File: src/rtl/pe_bus_responder_if.sv
// pe_bus_responder_if
//   Groups the PE-facing request/response signals and the data-memory port
//   of pe_bus_responder into one bundle.
//   master : the PE plus data-memory side (drives requests, memory returns)
//   slave  : the responder (drives operands, acks and memory requests)
interface pe_bus_responder_if;
  // PE register-file requests
  logic        reg_select;
  logic [4:0]  rs1In;
  logic [4:0]  rs2In;
  logic [4:0]  rdIn;
  logic        rdWrite;
  logic [31:0] result_in;
  // PE load/store requests
  logic        mem_read;
  logic        mem_write;
  logic [31:0] mem_address;
  // Responses to the PE
  logic [31:0] AmuxOut;
  logic [31:0] BmuxOut;
  logic        data_Ready;
  logic        mem_ack;
  logic        mem_err;
  // Single-port data memory
  logic        dmem_req;
  logic        dmem_we;
  logic [31:0] dmem_addr;
  logic [31:0] dmem_wdata;
  logic [31:0] dmem_rdata;
  logic        dmem_valid;

  modport master (
    output reg_select, rs1In, rs2In, rdIn, rdWrite, result_in,
    output mem_read, mem_write, mem_address,
    output dmem_rdata, dmem_valid,
    input  AmuxOut, BmuxOut, data_Ready, mem_ack, mem_err,
    input  dmem_req, dmem_we, dmem_addr, dmem_wdata
  );

  modport slave (
    input  reg_select, rs1In, rs2In, rdIn, rdWrite, result_in,
    input  mem_read, mem_write, mem_address,
    input  dmem_rdata, dmem_valid,
    output AmuxOut, BmuxOut, data_Ready, mem_ack, mem_err,
    output dmem_req, dmem_we, dmem_addr, dmem_wdata
  );
endinterface

File: src/rtl/pe_bus_responder.sv
// pe_bus_responder
//   Serves one PE: holds the 32x32 register file (x0 hard-wired to zero),
//   answers operand reads on AmuxOut/BmuxOut, takes writebacks every cycle,
//   and forwards loads/stores to a single-port data memory with a
//   four-phase completion handshake and an optional wait timeout.
// Ports:
//   clk      : rising-edge clock
//   reset_n  : asynchronous active-low reset
//   bus      : pe_bus_responder_if.slave (PE requests/responses + dmem port)
// Parameters:
//   TIMEOUT  : data-memory wait limit in cycles, 0 disables the timeout
module pe_bus_responder #(
  parameter int unsigned TIMEOUT = 255
) (
  input  logic              clk,
  input  logic              reset_n,
  pe_bus_responder_if.slave bus
);

  typedef enum logic [1:0] {IDLE, REG, MEM, DONE} state_t;

  localparam logic [31:0] TO_LAST = TIMEOUT - 1;

  state_t      state, state_nxt;
  logic [31:0] regs [32];

  logic [4:0]  rs1_q, rs2_q;
  logic        is_mem_q, we_q, err_q;
  logic [31:0] addr_q, wdata_q, cnt_q, a_q, b_q;

  logic        cap_reg, cap_mem, err_nxt, timeout_hit, done_exit;
  logic [31:0] cnt_nxt, a_nxt, b_nxt, rd_a, rd_b;

  assign timeout_hit = (TIMEOUT != 0) && (cnt_q == TO_LAST);

  // The handshake closes on the same request line that opened it.
  assign done_exit = is_mem_q ? (we_q ? !bus.mem_write : !bus.mem_read)
                              : !bus.reg_select;

  // Same-cycle writeback to the latched index overrides the stored value.
  always_comb begin
    rd_a = (rs1_q == '0) ? '0 : regs[rs1_q];
    rd_b = (rs2_q == '0) ? '0 : regs[rs2_q];
    if (bus.rdWrite && (bus.rdIn == rs1_q) && (rs1_q != '0)) rd_a = bus.result_in;
    if (bus.rdWrite && (bus.rdIn == rs2_q) && (rs2_q != '0)) rd_b = bus.result_in;
  end

  // Register file: writes are independent of the FSM.
  always_ff @(posedge clk or negedge reset_n) begin
    if (!reset_n) begin
      for (int unsigned i = 0; i < 32; i++) regs[i] <= '0;
    end else if (bus.rdWrite && (bus.rdIn != '0)) begin
      regs[bus.rdIn] <= bus.result_in;
    end
  end

  // FSM: state register
  always_ff @(posedge clk or negedge reset_n) begin
    if (!reset_n) state <= IDLE;
    else          state <= state_nxt;
  end

  // FSM: next state
  always_comb begin
    state_nxt = state;
    unique case (state)
      IDLE: begin
        if (bus.mem_write || bus.mem_read) state_nxt = MEM;
        else if (bus.reg_select)           state_nxt = REG;
      end
      REG:  state_nxt = DONE;
      MEM:  if (bus.dmem_valid || timeout_hit) state_nxt = DONE;
      DONE: if (done_exit) state_nxt = IDLE;
      default: state_nxt = IDLE;
    endcase
  end

  // FSM: outputs (next values of the held response registers)
  always_comb begin
    cap_reg = 1'b0;
    cap_mem = 1'b0;
    cnt_nxt = cnt_q;
    a_nxt   = a_q;
    b_nxt   = b_q;
    err_nxt = err_q;
    unique case (state)
      IDLE: begin
        if (bus.mem_write || bus.mem_read) begin
          cap_mem = 1'b1;
          cnt_nxt = '0;
          err_nxt = 1'b0;
        end else if (bus.reg_select) begin
          cap_reg = 1'b1;
        end
      end
      REG: begin
        a_nxt   = rd_a;
        b_nxt   = rd_b;
        err_nxt = 1'b0;
      end
      MEM: begin
        cnt_nxt = cnt_q + 32'd1;
        if (bus.dmem_valid) begin
          if (!we_q) a_nxt = bus.dmem_rdata;
          err_nxt = 1'b0;
        end else if (timeout_hit) begin
          a_nxt   = '0;
          err_nxt = 1'b1;
        end
      end
      default: ;
    endcase
  end

  always_ff @(posedge clk or negedge reset_n) begin
    if (!reset_n) begin
      rs1_q    <= '0;
      rs2_q    <= '0;
      is_mem_q <= 1'b0;
      we_q     <= 1'b0;
      addr_q   <= '0;
      wdata_q  <= '0;
      cnt_q    <= '0;
      a_q      <= '0;
      b_q      <= '0;
      err_q    <= 1'b0;
    end else begin
      if (cap_reg) begin
        rs1_q    <= bus.rs1In;
        rs2_q    <= bus.rs2In;
        is_mem_q <= 1'b0;
      end
      if (cap_mem) begin
        addr_q   <= bus.mem_address;
        wdata_q  <= bus.result_in;
        we_q     <= bus.mem_write;
        is_mem_q <= 1'b1;
      end
      cnt_q <= cnt_nxt;
      a_q   <= a_nxt;
      b_q   <= b_nxt;
      err_q <= err_nxt;
    end
  end

  // Flags and the memory request are decoded from state so reset drops them at once.
  assign bus.AmuxOut    = a_q;
  assign bus.BmuxOut    = b_q;
  assign bus.data_Ready = (state == DONE) && !is_mem_q;
  assign bus.mem_ack    = (state == DONE) && is_mem_q;
  assign bus.mem_err    = (state == DONE) && is_mem_q && err_q;
  assign bus.dmem_req   = (state == MEM);
  assign bus.dmem_we    = (state == MEM) && we_q;
  assign bus.dmem_addr  = addr_q;
  assign bus.dmem_wdata = wdata_q;

endmodule

File: src/flat_wrapper.sv
// flat-port wrapper written by rule: the top's interface ports become plain ports
module pe_bus_responder_flat 
#(
  parameter int unsigned TIMEOUT = 255
)
  (clk, reset_n, bus_reg_select, bus_rs1In, bus_rs2In, bus_rdIn, bus_rdWrite, bus_result_in, bus_mem_read, bus_mem_write, bus_mem_address, bus_dmem_rdata, bus_dmem_valid, bus_AmuxOut, bus_BmuxOut, bus_data_Ready, bus_mem_ack, bus_mem_err, bus_dmem_req, bus_dmem_we, bus_dmem_addr, bus_dmem_wdata);
  pe_bus_responder_if bus_i ();
  input  logic clk;
  input  logic reset_n;
  input wire logic [$bits(bus_i.reg_select)-1:0] bus_reg_select;
  input wire logic [$bits(bus_i.rs1In)-1:0] bus_rs1In;
  input wire logic [$bits(bus_i.rs2In)-1:0] bus_rs2In;
  input wire logic [$bits(bus_i.rdIn)-1:0] bus_rdIn;
  input wire logic [$bits(bus_i.rdWrite)-1:0] bus_rdWrite;
  input wire logic [$bits(bus_i.result_in)-1:0] bus_result_in;
  input wire logic [$bits(bus_i.mem_read)-1:0] bus_mem_read;
  input wire logic [$bits(bus_i.mem_write)-1:0] bus_mem_write;
  input wire logic [$bits(bus_i.mem_address)-1:0] bus_mem_address;
  input wire logic [$bits(bus_i.dmem_rdata)-1:0] bus_dmem_rdata;
  input wire logic [$bits(bus_i.dmem_valid)-1:0] bus_dmem_valid;
  output wire logic [$bits(bus_i.AmuxOut)-1:0] bus_AmuxOut;
  output wire logic [$bits(bus_i.BmuxOut)-1:0] bus_BmuxOut;
  output wire logic [$bits(bus_i.data_Ready)-1:0] bus_data_Ready;
  output wire logic [$bits(bus_i.mem_ack)-1:0] bus_mem_ack;
  output wire logic [$bits(bus_i.mem_err)-1:0] bus_mem_err;
  output wire logic [$bits(bus_i.dmem_req)-1:0] bus_dmem_req;
  output wire logic [$bits(bus_i.dmem_we)-1:0] bus_dmem_we;
  output wire logic [$bits(bus_i.dmem_addr)-1:0] bus_dmem_addr;
  output wire logic [$bits(bus_i.dmem_wdata)-1:0] bus_dmem_wdata;
  assign bus_i.reg_select = bus_reg_select;
  assign bus_i.rs1In = bus_rs1In;
  assign bus_i.rs2In = bus_rs2In;
  assign bus_i.rdIn = bus_rdIn;
  assign bus_i.rdWrite = bus_rdWrite;
  assign bus_i.result_in = bus_result_in;
  assign bus_i.mem_read = bus_mem_read;
  assign bus_i.mem_write = bus_mem_write;
  assign bus_i.mem_address = bus_mem_address;
  assign bus_i.dmem_rdata = bus_dmem_rdata;
  assign bus_i.dmem_valid = bus_dmem_valid;
  assign bus_AmuxOut = bus_i.AmuxOut;
  assign bus_BmuxOut = bus_i.BmuxOut;
  assign bus_data_Ready = bus_i.data_Ready;
  assign bus_mem_ack = bus_i.mem_ack;
  assign bus_mem_err = bus_i.mem_err;
  assign bus_dmem_req = bus_i.dmem_req;
  assign bus_dmem_we = bus_i.dmem_we;
  assign bus_dmem_addr = bus_i.dmem_addr;
  assign bus_dmem_wdata = bus_i.dmem_wdata;
  pe_bus_responder #(.TIMEOUT(TIMEOUT)) u_core (.clk(clk), .reset_n(reset_n), .bus(bus_i));
endmodule
File: config.mk
export PLATFORM = sky130hd
export DESIGN_NAME = pe_bus_responder_flat
export DESIGN_NICKNAME = d
export VERILOG_FILES = /design/src/rtl/pe_bus_responder_if.sv /design/src/rtl/pe_bus_responder.sv /design/src/flat_wrapper.sv
export SDC_FILE = /design/constraint.sdc
export NUM_CORES = 2
export LEC_CHECK = 0
export ABC_AREA = 0
export CAP_MARGIN = 20
export CORE_AREA = 4 4 339 474
export DETAILED_ROUTE_END_ITERATION = 10
export DIE_AREA = 0 0 343 478
export DONT_BUFFER_PORTS = 1
export PLACE_DENSITY = 0.54
export SLEW_MARGIN = 20
export SYNTH_ARGS = -nofsm -noshare
export SYNTH_HDL_FRONTEND = slang
export SYNTH_SLANG_ARGS = --single-unit
File: constraint.sdc
create_clock -name clk -period 5.7 [get_ports clk]
set_input_delay 0.855 -clock clk [delete_from_list [all_inputs] [get_ports clk]]
set_output_delay 0.855 -clock clk [all_outputs]
set_load 0.05 [all_outputs]
==> Yosys cells after proc, flatten, opt, wreduce, memory -nomap -nowiden <==
Index checks and enable logic that the tools add are counted.
{ "totals": {"latchBits": 0, "regBits": 1199, "out_inout_bits": 133, "mem_bits_rw": 0, "n_memories": 0, "inputBits": 118, "rom_bits": 0} }
{ "classes": {"n_mul": 0, "shifts": 0, "n_addsub": 1, "div": 0, "n_lt_le_gt_ge": 4, "reduce_logical": 30, "eq_ne": 12, "mux": 37, "bitwise": 3} }
{ "ops": {"columns": ["op", "count"], "rows": [
  ["$bwmux W1024", 1],
  ["$mux W32", 13],
  ["$bmux W32 S5", 2],
  ["$demux W32 S5", 1],
  ["$pmux W32 S2", 2],
  ["$add A32 B1 Y32 const B", 1],
  ["$eq A32 B8 Y1 const B", 1],
  ["$ge A6 B6 Y1 const B", 3],
  ["$not A5 Y6", 3],
  ["$reduce_bool A5 Y1", 3],
  ["$mux W1", 12],
  ["$eq A5 B5 Y1", 2],
  ["$logic_and A1 B1 Y1", 10],
  ["$logic_not A5 Y1", 2],
  ["$reduce_and A3 Y1", 3],
  ["$mux W2", 4],
  ["$pmux W2 S4", 1],
  ["$lt A6 B1 Y1 const B", 1],
  ["$ne A2 B1 Y1 const B", 3],
  ["$ne A3 B2 Y1 const B", 2],
  ["$reduce_bool A2 Y1", 3],
  ["$eq A2 B2 Y1 const B", 2],
  ["$logic_not A1 Y1", 4],
  ["$ne A3 B3 Y1 const B", 1],
  ["other kinds (6)", 7]
]} }

==> Longest topological paths before layout <==
{ "logic_depth": {"depth_word": 7, "depth_mapped": 11, "mapped_depth_nobuf": 7} }

==> Least setup slack after synthesis <==
No wires, ideal clock.
{ "synth_path": {"path_kind": "register -> register", "from": "register u_core.state[0]", "to": "register u_core.cnt_q[31]", "slack_ns": 3.044, "setup_ns": 0.078, "required_ns": 5.622, "path_stages_with_launch": 9, "path_buffers": 1, "t_arrival_ns": 2.577, "cell_sequence": "dfrtp_1 inv_1 ha_1 nor2_1 or3_1 clkbuf_1 or3_1 or4_1 a21oi_1"} }
{ "synth_between": {"elab_chain_len": 3, "elab_cells_between_ends": 6, "cone_classes": "eq/ne: 2; mux: 1; reduce/logical: 3"} }
{ "synth_lines": {"columns": ["element", "line_no", "source"], "rows": [
  ["start: declaration", "pe_bus_responder.sv:24", "state_t state, state_nxt;"],
  ["start signal: assignment", "pe_bus_responder.sv:60", "else state <= state_nxt;"],
  ["$eq A2 B2 Y1 *", null, null],
  ["via bus_dmem_req", "flat_wrapper.sv:26", "output wire logic [$bits(bus_i.dmem_req)-1:0] bus_dmem_req;"],
  ["$reduce_bool A2 Y1 (no source line)", null, null],
  ["$reduce_and A2 Y1 (no source line)", null, null],
  ["end signal: assignment", "pe_bus_responder.sv:139", "cnt_q <= cnt_nxt;"],
  ["end: declaration", "pe_bus_responder.sv:29", "logic [31:0] addr_q, wdata_q, cnt_q, a_q, b_q;"]
]} }
Mark *: on every way through the listed nets, which the timed path passes. The rest lies on a longest branch.
A chain may end at the register's enable or synchronous reset.

==> Final worst setup path <==
{ "layout_path": {"from": "register u_core.state[1]", "to": "register u_core.a_q[2] (netlist: u_core.bus.AmuxOut[2])"} }
{ "layout_between": {"elab_chain_len": 3, "elab_cells_between_ends": 7, "cone_classes": "eq/ne: 4; mux: 1; reduce/logical: 2"} }
{ "layout_lines": {"columns": ["element", "line_no", "source"], "rows": [
  ["$eq A2 B2 Y1 or $eq A2 B1 Y1 (tied branches)", "pe_bus_responder.sv:86", "unique case (state)"],
  ["$ne A3 B3 Y1 (no source line) (tied with other cells)", null, null],
  ["$reduce_and A3 Y1 (no source line)", null, null],
  ["end signal: assignment", "pe_bus_responder.sv:140", "a_q <= a_nxt;"],
  ["end: declaration", "pe_bus_responder.sv:29", null]
]} }
Parallel ways exist; a longest one is shown, timed or not.

==> impl_results.md <==
- Outcome: completed
- Top cells by area, synth: dfrtp_1, mux2_2, mux4_2
- # nets final: between 4,000 and 5,000
- Antenna-violating nets left: 0
- Post-Route WL: approximately 230,000 µm
- Number of flops mapped to enable cells by yosys: 0
- Vias: 41,384
- Worst-Skew Late Latency: ~0.8 ns
- Post-synthesis sequential area ratio: between 40 and 50%
- Via density: between 6 and 7
- Post-synthesis average cell area: 14.0 µm²
- Final core occ: between 40 and 50%
- Syn nets: 4,558
- Final worst slack: approximately 1.5 ns
- Clock skew: between 0.03 and 0.04 ns
- GRT overflow: 0
- Commonest non-fill, non-tap cell in the layout: dfrtp_1
- DR WL/cell: roughly 36 µm
- Drc violations: 0
- GRT met2 Usage: between 40% and 50%
- Area growth syn-to-layout: 9.97%
- CP Launch Type: flip-flop
- Syn Inst Count: approximately 4,400
- Hold Violations, Final: 0
- Most frequent cells in the layout: dfrtp_1, mux2_2, mux4_2
- Global-route wire length before repair: about 330,000 µm
- Synth Flop Type: dfrtp_1
- Hold slack final: between 0.03 and 0.04 ns
- Total GRT Usage: around 28%
- Max cap viols: 0
- Synthesized area: approximately 62,000 µm²
- Ports: approximately 250
- Die W: ~340 µm
- Yosys top cell by area: dfrtp_1
- Dpl hpwl: around 140,000 µm
- Initial antenna violation count: 21
- Met3 usage: ~7.5%
- Pre-CTS worst setup slack: 1.66 ns
- FMAX: 0.241 GHz
- Busiest grt layer: met2
- Row count: between 150 and 200
- Core area: between 150,000 and 200,000 µm²
- Crit Path Max Fanout: 27
- Critical Path RT: around 6.4 ns
- Worst Path Arrival: roughly 4.8 ns
- Slew of the pin with the lowest slew margin: 1.26 ns
- Synthesis warning total: 0
- Root buf cell: clkbuf_16
- Tcrit/Tclk final: 72.9%
- #FFs+latches synth: roughly 1,200
- RSZ-0062 raised after global routing: false
- Critical path class: flip-flop to flip-flop
- Slew HR: 16.0%
- Initial Util: about two fifths
- Worst VDD drop: between 0.0003 and 0.0004 V
- H-tree depth: 4
- Element type at the critical path end: flip-flop
- Share of cells above drive strength 1: a little over two fifths
- Min-Delay Path Class: primary input to async pin
- Setup TNS Final: 0 ns
- # clock sinks: around 1,200
- CTS tree: done
- Met1 usage: roughly 36%
- Post-layout minimum cycle time: between 4 and 5 ns
- Maximum root-to-sink buffer count: 3
- Vias in the first global route: 42,487
- Share of synthesized registers carrying an async set or reset: between 90% and 100%
- Clock Pin Slew Worst Setup and Hold Paths: 0.06 ns
- Netlist cell types: 68
- Die Y: 478 µm
- Router iterations before antenna repair: 8
- Clock buffer count from CTS: between 100 and 150
- Largest net degree at the start of global routing: ~220
- Final Wtd Congestion: between 0.8 and 0.9
- PD cells: 536 nW/µm²
- Setup Viol. Count Final: 0
- Tot Pwr: between 30 and 40 mW
- Yosys top cell area share: between 40% and 50%
- Resize count post-CTS: 0
- Pleak: approximately 28 nW
- # port buffers: 0
- Fin. max-slew vios: 0
- Starting DRT DRC Count: about 3,700
- DIE AREA: about 160,000 µm²
## cells in the mapped netlist, types with 8 or more instances
library cell / n
a211oi_1: 52
and3_1: 9
inv_1: 19
nor3b_1: 8
o22ai_1: 84
or3_1: 13
o22a_1: 9
dfrtp_1: 1199
a32oi_1: 8
buf_1: 21
nand3b_1: 9
clkbuf_1: 286
a2111oi_0: 54
nor3_1: 33
nand2_1: 163
xnor2_1: 27
nand3_1: 36
a21oi_1: 102
o21ai_0: 103
nand4_1: 16
nor2_1: 66
mux2_2: 1019
nand2b_1: 12
a221o_1: 31
mux4_2: 443
mux2i_1: 176
a22oi_1: 41
buf_6: 17
nor2b_1: 80
buf_2: 104
nor4_1: 30
buf_4: 35
o221ai_1: 29
## path summary, 6_finish.rpt
check,slack (ns),end,depth (start not counted),from
max,1.54,u_core.bus.AmuxOut[2]$_DFFE_PN0P_,7,u_core.state[1]$_DFFE_PN0P_
min,0.03,u_core.cnt_q[30]$_DFFE_PN0P_,1,reset_n
max reg2reg,1.54,u_core.bus.AmuxOut[2]$_DFFE_PN0P_,7,u_core.state[1]$_DFFE_PN0P_
min reg2reg,0.37,u_core.regs[1000]$_DFFE_PN0P_,0,u_core.regs[1000]$_DFFE_PN0P_
max in group asynchronous,2.87,u_core.regs[143]$_DFFE_PN0P_,5,reset_n
min in group clk,0.19,u_core.we_q$_DFFE_PN0P_,2,bus_mem_write
## metrics by stage
| step | std cells | area (µm²) |
|---|---|---|
| after global routing | 6406 | 68400 |
| after floorplan | 4433 | 62300 |
| after global placement | 6160 | 64000 |
| after detailed placement | 6167 | 64100 |
| after CTS | 6399 | 68300 |
| final | 6418 | 68500 |
## kinds of logic after synthesis
family	Yosys count	synth area share, %
adders and majority gates	7	0.141
muxes	1638	37.3
AOI/OAI and AO/OA	553	6.01
and+or+nand+nor	514	4.25
DFF	1199	48.2
xor gates and xnor gates	34	0.478
buffers and inverters	488	3.64
## state kept, by name, summed over array words and instances (netlist names)
name and flops:
u_core.bus.AmuxOut 32, u_core.bus.BmuxOut 32, u_core.bus.dmem_addr 32, u_core.bus.dmem_wdata 32, u_core.cnt_q 32, u_core.err_q 1, u_core.is_mem_q 1, u_core.regs 1024
u_core.rs1_q 5, u_core.rs2_q 5, u_core.state 2, u_core.we_q 1
## final cells by class
class,instances,area (µm²)
Multi-Input combinational cell,2746,30300
Timing Repair Buffer,118,1290
Clock buffer,202,3840
Tap cell,2088,2610
Sequential cell,1199,30000
Clock inverter,28,310
Antenna cell,16,40.0
Fill cell,14263,88000
Inverter,21,78.8
## critical path, cell delays in order (launching register included)
cell and delay (ns):
dfrtp_1 0.42, inv_1 0.11, ha_2 0.90, nand2b_2 0.97, nand2_1 0.90, buf_4 0.32
o22ai_1 0.12, a211oi_1 0.26
## report_power, final
group	internal (mW)	switching [mW]
Combinational	6.46	7.48
Clock	4.83	3.69
Sequential	10.4	3.81
Total	21.7	15.0
## timing repair
item | 4_1_cts | 5_1_grt
hold endpoints to repair | 58 | 0
hold buffers | 2 | 0
buffers inserted | 0 | 0
## per-layer routing
| metal | vias to the layer above | part of all wire (%) | routed length (µm) |
|---|---|---|---|
| li1 | 16579 | - | - |
| met1 | 22603 | 40 | 91200 |
| met2 | 1699 | 48 | 110000 |
| met3 | 489 | 8.0 | 18400 |
| met4 | 14 | 4.5 | 10400 |
| met5 | - | 0.040 | 93 |
(Power assumes the default switching activity.)
